<file path="src/rtl/priv_control_unit.sv">
// RV32I main decoder with Machine/User privilege FSM, trap sequencing and pipe flush.
// Latency: decode outputs are combinational (zero latency); mode/trap state updates at the accepting posedge.
// Backpressure: instr_ready drops for exactly FLUSH_CYCLES cycles after each trap; valid without ready is ignored.
//
// Ports: clock/reset (async active-low); instr_valid/instr_ready handshake; opcode/funct3 of the
// decode-stage instruction; gated decode strobes, ALU/PC/operand/extend selects and ungated rs1/rs2
// usage; mode/userMode; trap_valid/trap_cause/trap_prev_mode/flush; saturating illegal_cnt and
// user_cycles; report enables the per-cycle trace.
// Optional build: define PRIV_CTRL_REPORT_EN for the per-cycle $display trace (simulation aid only).
module priv_control_unit #(
    parameter int           CORE             = 0,
    parameter int           FLUSH_CYCLES     = 2,
    parameter int           CNT_W            = 16,
    parameter logic [6:0]   CUSTOM0_OPCODE   = 7'b0001011,
    parameter int           PRINT_CYCLES_MIN = 1,
    parameter int           PRINT_CYCLES_MAX = 1000
) (
    input  logic             clock,
    input  logic             reset,
    input  logic             instr_valid,
    output logic             instr_ready,
    input  logic [6:0]       opcode,
    input  logic [2:0]       funct3,
    output logic             branch_op,
    output logic             memRead,
    output logic             memtoReg,
    output logic             memWrite,
    output logic             regWrite,
    output logic [2:0]       ALUOp,
    output logic [1:0]       next_PC_sel,
    output logic [1:0]       operand_A_sel,
    output logic             operand_B_sel,
    output logic [1:0]       extend_sel,
    output logic             rs1_used,
    output logic             rs2_used,
    output logic [1:0]       mode,
    output logic             userMode,
    output logic             trap_valid,
    output logic [3:0]       trap_cause,
    output logic [1:0]       trap_prev_mode,
    output logic             flush,
    output logic [CNT_W-1:0] illegal_cnt,
    output logic [CNT_W-1:0] user_cycles,
    input  logic             report
);

    localparam logic [1:0] M_MODE = 2'b00;
    localparam logic [1:0] U_MODE = 2'b01;
    localparam logic [1:0] FLUSH  = 2'b10;

    logic [1:0] state;
    logic [3:0] flush_cnt;
    logic       ready_q;    // holds instr_ready low until the first clock after reset release

    // raw (ungated) decode
    logic       known, is_custom0, is_system;
    logic       rw_raw, mr_raw, mw_raw, br_raw;
    logic [1:0] pc_raw;

    logic       accept, trap_det, issue;
    logic [3:0] trap_code;

    assign is_custom0 = (opcode == CUSTOM0_OPCODE);

    always_comb begin
        known         = 1'b1;
        is_system     = 1'b0;
        rw_raw        = 1'b0;
        mr_raw        = 1'b0;
        mw_raw        = 1'b0;
        br_raw        = 1'b0;
        pc_raw        = 2'b00;
        ALUOp         = 3'b111;
        operand_A_sel = 2'b00;
        operand_B_sel = 1'b0;
        extend_sel    = 2'b00;
        rs1_used      = 1'b0;
        rs2_used      = 1'b0;
        if (!is_custom0) begin
            case (opcode)
                7'b0110011: begin                       // R
                    rw_raw = 1'b1; ALUOp = 3'b010; rs1_used = 1'b1; rs2_used = 1'b1;
                end
                7'b0010011: begin                       // I
                    rw_raw = 1'b1; ALUOp = 3'b011; operand_B_sel = 1'b1; rs1_used = 1'b1;
                end
                7'b0000011: begin                       // LOAD
                    rw_raw = 1'b1; mr_raw = 1'b1; ALUOp = 3'b000;
                    operand_B_sel = 1'b1; rs1_used = 1'b1;
                end
                7'b0100011: begin                       // STORE
                    mw_raw = 1'b1; ALUOp = 3'b000; operand_B_sel = 1'b1;
                    extend_sel = 2'b01; rs1_used = 1'b1; rs2_used = 1'b1;
                end
                7'b1100011: begin                       // BRANCH
                    br_raw = 1'b1; pc_raw = 2'b01; ALUOp = 3'b001;
                    rs1_used = 1'b1; rs2_used = 1'b1;
                end
                7'b1100111: begin                       // JALR
                    rw_raw = 1'b1; pc_raw = 2'b11; ALUOp = 3'b100; operand_A_sel = 2'b10;
                    operand_B_sel = 1'b1; rs1_used = 1'b1;
                end
                7'b1101111: begin                       // JAL
                    rw_raw = 1'b1; pc_raw = 2'b10; ALUOp = 3'b100; operand_A_sel = 2'b10;
                    operand_B_sel = 1'b1;
                end
                7'b0010111: begin                       // AUIPC
                    rw_raw = 1'b1; ALUOp = 3'b110; operand_A_sel = 2'b01;
                    operand_B_sel = 1'b1; extend_sel = 2'b10;
                end
                7'b0110111: begin                       // LUI
                    rw_raw = 1'b1; ALUOp = 3'b101; operand_A_sel = 2'b11;
                    operand_B_sel = 1'b1; extend_sel = 2'b10;
                end
                7'b0001111: ;                           // FENCE: no-op here
                7'b1110011: is_system = 1'b1;           // SYSTEM: always traps
                default:    known = 1'b0;
            endcase
        end
    end

    assign instr_ready = ready_q && (state != FLUSH);
    assign accept      = instr_valid && instr_ready;

    // Privilege violation (custom op in User) and unsupported custom funct3 share cause 2.
    always_comb begin
        trap_det  = 1'b0;
        trap_code = 4'd0;
        if (accept) begin
            if (!known || (is_custom0 && (state == U_MODE || funct3[2:1] != 2'b00))) begin
                trap_det  = 1'b1;
                trap_code = 4'd2;
            end else if (is_system) begin
                trap_det  = 1'b1;
                trap_code = (state == U_MODE) ? 4'd8 : 4'd11;
            end
        end
    end

    assign issue       = accept && !trap_det;
    assign regWrite    = rw_raw && issue;
    assign memRead     = mr_raw && issue;
    assign memtoReg    = mr_raw && issue;
    assign memWrite    = mw_raw && issue;
    assign branch_op   = br_raw && issue;
    assign next_PC_sel = issue ? pc_raw : 2'b00;

    assign mode     = (state == U_MODE) ? 2'b00 : 2'b11;
    assign userMode = (state == U_MODE);
    assign flush    = (state == FLUSH);

    always_ff @(posedge clock or negedge reset) begin
        if (!reset) begin
            state          <= M_MODE;
            flush_cnt      <= 4'd0;
            ready_q        <= 1'b0;
            trap_valid     <= 1'b0;
            trap_cause     <= 4'd0;
            trap_prev_mode <= 2'b11;
            illegal_cnt    <= '0;
            user_cycles    <= '0;
        end else begin
            ready_q    <= 1'b1;
            trap_valid <= trap_det;
            if (state == U_MODE && user_cycles != '1)
                user_cycles <= user_cycles + 1'b1;
            if (trap_det) begin
                state          <= FLUSH;
                flush_cnt      <= 4'(FLUSH_CYCLES - 1);
                trap_cause     <= trap_code;
                trap_prev_mode <= mode;
                if (trap_code == 4'd2 && illegal_cnt != '1)
                    illegal_cnt <= illegal_cnt + 1'b1;
            end else begin
                case (state)
                    M_MODE: begin
                        if (accept && is_custom0 && funct3 == 3'b000)
                            state <= U_MODE;                    // UENTER
                        else if (accept && is_custom0 && funct3 == 3'b001)
                            state <= (trap_prev_mode == 2'b00) ? U_MODE : M_MODE; // MRET
                    end
                    U_MODE: ;
                    FLUSH: begin
                        if (flush_cnt == 4'd0)
                            state <= M_MODE;
                        else
                            flush_cnt <= flush_cnt - 1'b1;
                    end
                    default: state <= M_MODE;
                endcase
            end
        end
    end

`ifdef PRIV_CTRL_REPORT_EN
    logic [31:0] cycle_cnt;

    always_ff @(posedge clock or negedge reset) begin
        if (!reset) cycle_cnt <= 32'd0;
        else        cycle_cnt <= cycle_cnt + 32'd1;
    end

    always_ff @(posedge clock) begin
        if (report && cycle_cnt >= 32'(PRINT_CYCLES_MIN) && cycle_cnt <= 32'(PRINT_CYCLES_MAX))
            $display("core %0d cyc %0d op %b br %b mr %b m2r %b mw %b rw %b alu %b pc %b a %b b %b ext %b rs1 %b rs2 %b mode %b state %b cause %0d",
                     CORE, cycle_cnt, opcode, branch_op, memRead, memtoReg, memWrite, regWrite,
                     ALUOp, next_PC_sel, operand_A_sel, operand_B_sel, extend_sel, rs1_used,
                     rs2_used, mode, state, trap_cause);
    end
`else
    logic unused_report;
    assign unused_report = ^{report, CORE[0], PRINT_CYCLES_MIN[0], PRINT_CYCLES_MAX[0]};
`endif

endmodule

</file>
<file path="config.mk">
export PLATFORM = sky130hd
export DESIGN_NAME = priv_control_unit
export DESIGN_NICKNAME = d
export VERILOG_FILES = /design/src/rtl/priv_control_unit.sv
export SDC_FILE = /design/constraint.sdc
export NUM_CORES = 1
export LEC_CHECK = 0
export BUFFER_PORTS_ARGS = -buffer_cell sky130_fd_sc_hd__buf_2
export CORE_MARGIN = 5
export CORE_UTILIZATION = 56
export CTS_CLUSTER_DIAMETER = 150
export DETAILED_ROUTE_END_ITERATION = 8
export HOLD_SLACK_MARGIN = 0.1
export PLACE_DENSITY = 0.85
export RECOVER_POWER = 100
export SLEW_MARGIN = 20
export SYNTH_ARGS = -nofsm -noshare
export SYNTH_HDL_FRONTEND = slang
export SYNTH_SLANG_ARGS = --single-unit
</file>
<file path="constraint.sdc">
create_clock -name clock -period 3 [get_ports clock]
set_input_delay 0.3 -clock clock [delete_from_list [all_inputs] [get_ports clock]]
set_output_delay 0.3 -clock clock [all_outputs]
set_load 0.05 [all_outputs]
</file>
# Word level (Yosys, flattened, before mapping)
# Index checks and enable logic that the tools add are counted.
# totals
register_bits	46
in_bits	14
output_inout_bits	61
wordCells	112
# op_classes
n_addsub	3
n_eq_ne	23
muxes	44
n_reduce_logical	34
# ops
operator	count
$add A16 B1 Y16 const B	2
$ne A16 B16 Y1 const B	2
$eq A7 B7 Y1 const B	4
$mux W4	6
$mux W1	22
$eq A7 B6 Y1 const B	3
$pmux W3 S7	1
$mux W2	10
$pmux W2 S3	3
$eq A7 B4 Y1 const B	2
$eq A7 B5 Y1 const B	2
$reduce_or A7 Y1	2
$logic_and A1 B1 Y1	13
$reduce_or A11 Y1	1
$eq A7 B2 Y1 const B	1
$reduce_or A2 Y1	3
$reduce_or A6 Y1	1
$eq A4 B2 Y1 const B	1
$logic_not A2 Y1	2
$logic_not A4 Y1	1
$ne A2 B2 Y1 const B	2
$ne A4 B4 Y1 const B	1
$pmux W2 S2	1
$reduce_and A2 Y1	2
other kinds (13)	16

# Depth between registers and ports, before layout
# logic_depth
word_depth	11
mapped_depth	7

# Least setup slack after synthesis
# No wires, ideal clock.
# synth_path
path_kind	register -> output
start	reg state[0]
end	out next_PC_sel[0]
t_arrival_ns	2.333
required_time_ns	2.700
path_slack_ns	0.367
path_stages_with_launch	4
n_path_buf	0
path_cell_list	dfrtp_1 nand2b_1 nand3_2 nor4_1
# synth_via
elab_chain_len	9
elab_cells_between_ends	12
# synth_lines
element	line	text
start: declaration	51	logic [1:0] state;
start signal: assignment	180	state <= (trap_prev_mode == 2'b00) ? U_MODE : M_MODE;
$eq A2 B1 Y1	130	if (!known || (is_custom0 && (state == U_MODE || funct3[2:1] != 2'b00))) begin
$logic_or A1 B1 Y1	130	
$logic_and A1 B1 Y1	130	
$logic_or A1 B1 Y1	130	
$mux W1	130	
$mux W1	129	if (accept) begin
$logic_not A1 Y1	140	assign issue = accept && !trap_det;
$logic_and A1 B1 Y1 (*)	140	
$mux W2 (*)	146	assign next_PC_sel = issue ? pc_raw : 2'b00;
end: declaration	30	output logic [1:0] next_PC_sel,
# Every way passes the cells marked *; elsewhere a longest branch is shown, timed or not.

# Worst setup path in the final report
# Same ends and word-level chain as after synthesis.

==> flow_metrics.py <==
metrics = {
    "status": {
        "run_status": "complete, no violations",
    },
    "sta": {
        "max_freq_ghz": 0.416,
        "grt_setup_unrepaired": "false",
        "skew_ns": 0.00278,
        "tightest_slew_ns": 1.09,
        "slew_violations": 0,
        "slew_headroom": 0.272,
        "setup_viol": 0,
        "fin_crit_sh": 0.801,
        "setup_tns_ns": 0,
        "finalHoldViolations": 0,
        "period_minus_slack_ns": 2.40,
    },
    "worst_setup_path": {
        "cp-startpoint": "state[0]",
        "r2r-start": "state[1]",
        "required_ns": 2.70,
        "crit_type": "flop to output pin",
        "cp_slowest_stage_delay_ns": 0.50,
        "worstPathArrival_ns": 2.10,
        "crit_chain": "nand2b_1, nand3_1, nor4_1, clkbuf_1",
        "cp-start-kind": "flop",
        "end_kind": "output pin",
        "crit_slowest_cell": "clkbuf_1",
        "cp_max_fo": 10,
    },
    "synth": {
        "ys_types": 54,
        "yosysMostFrequentCell": "dfrtp_1",
        "synth_nets": 277,
        "synth_top_flop_cell": "dfrtp_1",
        "synth_compound_area_frac": 0.0831,
        "synth_xor_area_frac": 0.101,
        "synth_edf_count": 0,
        "async_reset_ff_frac": 1.00,
        "netlist_area_sq_um": 2610,
        "syn_avg_cell_area_sq_um": 10.1,
        "syn_inst": 259,
        "ys_ff_latch": 44,
        "yosys.area.top_type_share": 0.413,
        "yosys.area.top_type": "dfrtp_1",
        "synth-simple-area-share": 0.298,
        "synth_top_family_by_area": "simple AND/OR/NAND/NOR gates",
        "synthTopCellsByArea": "dfrtp_1 41%, xnor2_1 7.4%, nand4_2 3.8%",
        "synth_commonest_cells": "43 x dfrtp_1, 24 x nor2_1, 22 x xnor2_1",
        "yosysWarningCount": 0,
        "synthMuxAreaShare": 0.0230,
        "ys_seq_area_frac": 0.423,
        "synthAdderAreaFrac": 0.0192,
    },
    "cts": {
        "ctsResizeCount": 0,
        "cts_root_buf": "clkbuf_8",
        "cts_buffers": 5,
        "clock-sinks": 44,
        "insertion_delay_ns": 0.29,
        "htreeDepth": 2,
        "tritoncts": "built",
        "ctsLongestPathBuffers": 2,
        "clk_pin_slew_ns": 0.08,
    },
    "global_routing": {
        "grt_first_pass_wirelength_microns": 9680,
        "grt_use_total": 0.193,
        "antenna_found_initial": 0,
        "grt_max_degree": 45,
        "overflow": 0,
        "grt_pass1_vias": 2102,
    },
    "route": {
        "postRouteAntennaNets": 0,
        "via_count": 2134,
        "via_per_inst": 5.65,
        "dr.first_iter.drc_count": 128,
        "drcViolationCount": 0,
        "drt-total-wl_microns": 5660,
        "wl_per_cell_microns": 15.0,
        "first_pass_iters": 4,
    },
    "power_and_ir_drop": {
        "cellPowerDensity_nw_per_um2": 592,
        "p_leak_nw": 1.28,
        "vdd_drop_max_mv": 0.588,
        "fin_total_pwr_w": 0.00173,
    },
    "min_path": {
        "worstHoldStart": "funct3[0]",
        "hold_class": "input pin to flop",
    },
    "finish": {
        "fin_nets": 344,
        "layout-drive-gt1-share": 0.110,
        "diodes": 0,
        "syn2layout_area_growth_pct": 12.3,
    },
    "floorplan": {
        "dieArea_sq_um": 6120,
        "die_x_microns": 78.2,
        "rows": 24,
        "pin_count": 75,
        "initial_core_util": 0.586,
        "core_area_sq_um": 4440,
        "die_h_microns": 78.2,
    },
    "placed_design": {
        "hpwl_microns": 4070,
        "io_buffer_count": 72,
        "gp_congestion": 0.810,
    },
    "flow_run": {
        "maxCapViolations": 0,
    },
}
-- power breakdown --
| group | total [W] | switching [W] | internal [W] | leakage (nW) |
|---|---|---|---|---|
| Sequential | 0.000720 | 0.0000621 | 0.000658 | 0.588 |
| Combinational | 0.000490 | 0.000352 | 0.000138 | 0.625 |
| Clock | 0.000522 | 0.000194 | 0.000328 | 0.0642 |
| Total | 0.00173 | 0.000608 | 0.00112 | 1.28 |
-- kinds of logic (layout without fill, tap and decap cells) --
group           count (synthesis)  in the layout
mux                             5              5
buf+inv                        23             90
other cells                     2              2
fa+ha+maj                       4              4
compound gates                 28             28
simple gates                  123            123
xor+xnor                       30             30
flops                          44             44
-- flip-flops by register name, indices dropped and copies added, names as in the netlist --
register / count
illegal_cnt: 16
user_cycles: 16
flush_cnt: 4
trap_cause: 3
state: 2
ready_q: 1
trap_prev_mode: 1
trap_valid: 1
-- stage by stage --
step	instances	cell area [sq um]	hold slack, ns	utilization	worst slack (ns)
after CTS	377	3070	0.191	0.691	0.820
final	378	2930	0.385	0.659	0.597
after global placement	370	2940	0.443	0.662	1.01
after detailed placement	370	2940	0.457	0.662	0.943
after floorplan	259	2610	0.00441	-	0.367
after global routing	378	2930	0.394	0.659	0.478
-- area by class of cell --
type                       instances  area [sq um]
sequential                        44          1100
multi-input combinational        192          1290
inverter                           9          36.3
clock buffer                       5          68.8
timing repair buffer              74           304
tap                               52          65.1
fill                             408          1520
clock inverter                     2          60.1
-- what timing repair did --
item                      4_1_cts  5_1_grt
hold endpoints to repair        0       43
hold buffers                    0        1
buffers inserted                0        0
-- worst max-delay path, delay by kind of cell (launching register included) --
family                 cells  cell delay [ns]
AND/OR/NAND/NOR            3             0.93
buffers and inverters      1             0.50
flip-flops                 1             0.38
-- path summary, 6_finish.rpt --
path / end / cells after the start / slack [ns]
worst max-delay path: next_PC_sel[0] / 4 / 0.60
worst min-delay path: state[0] / 4 / 0.39
worst max register to register: illegal_cnt[1] / 6 / 0.75
worst min register to register: state[0] / 1 / 0.46
max in group asynchronous: illegal_cnt[15] / 2 / 1.59
min in group asynchronous: state[0] / 2 / 0.74
-- metal layers --
layer,part of all wire,up-vias,GRT usage
met2,0.47,68,0.315
met4,0.011,0,0.0507
li1,-,1043,-
met3,0.062,9,0.0469
met5,0,-,0
met1,0.46,1014,0.259
-- cells in the final DEF (no fill, tap or decap), types with 7 or more instances in the layout --
| cell | synthesis | final |
|---|---|---|
| inv_1 | 8 | 8 |
| dfrtp_1 | 43 | 43 |
| and3_1 | 11 | 11 |
| nand4_1 | 10 | 12 |
| nand2b_1 | 6 | 7 |
| nor2_1 | 24 | 25 |
| nand2_1 | 17 | 17 |
| clkbuf_1 | 3 | 59 |
| xnor2_1 | 22 | 22 |
| nand4_2 | 8 | 7 |
| a21oi_1 | 8 | 8 |
| xor2_1 | 8 | 8 |
| nor3_1 | 10 | 12 |
| nand3_1 | 10 | 12 |
| buf_2 | 4 | 12 |
Note: power is estimated with default switching activity, not from simulation.
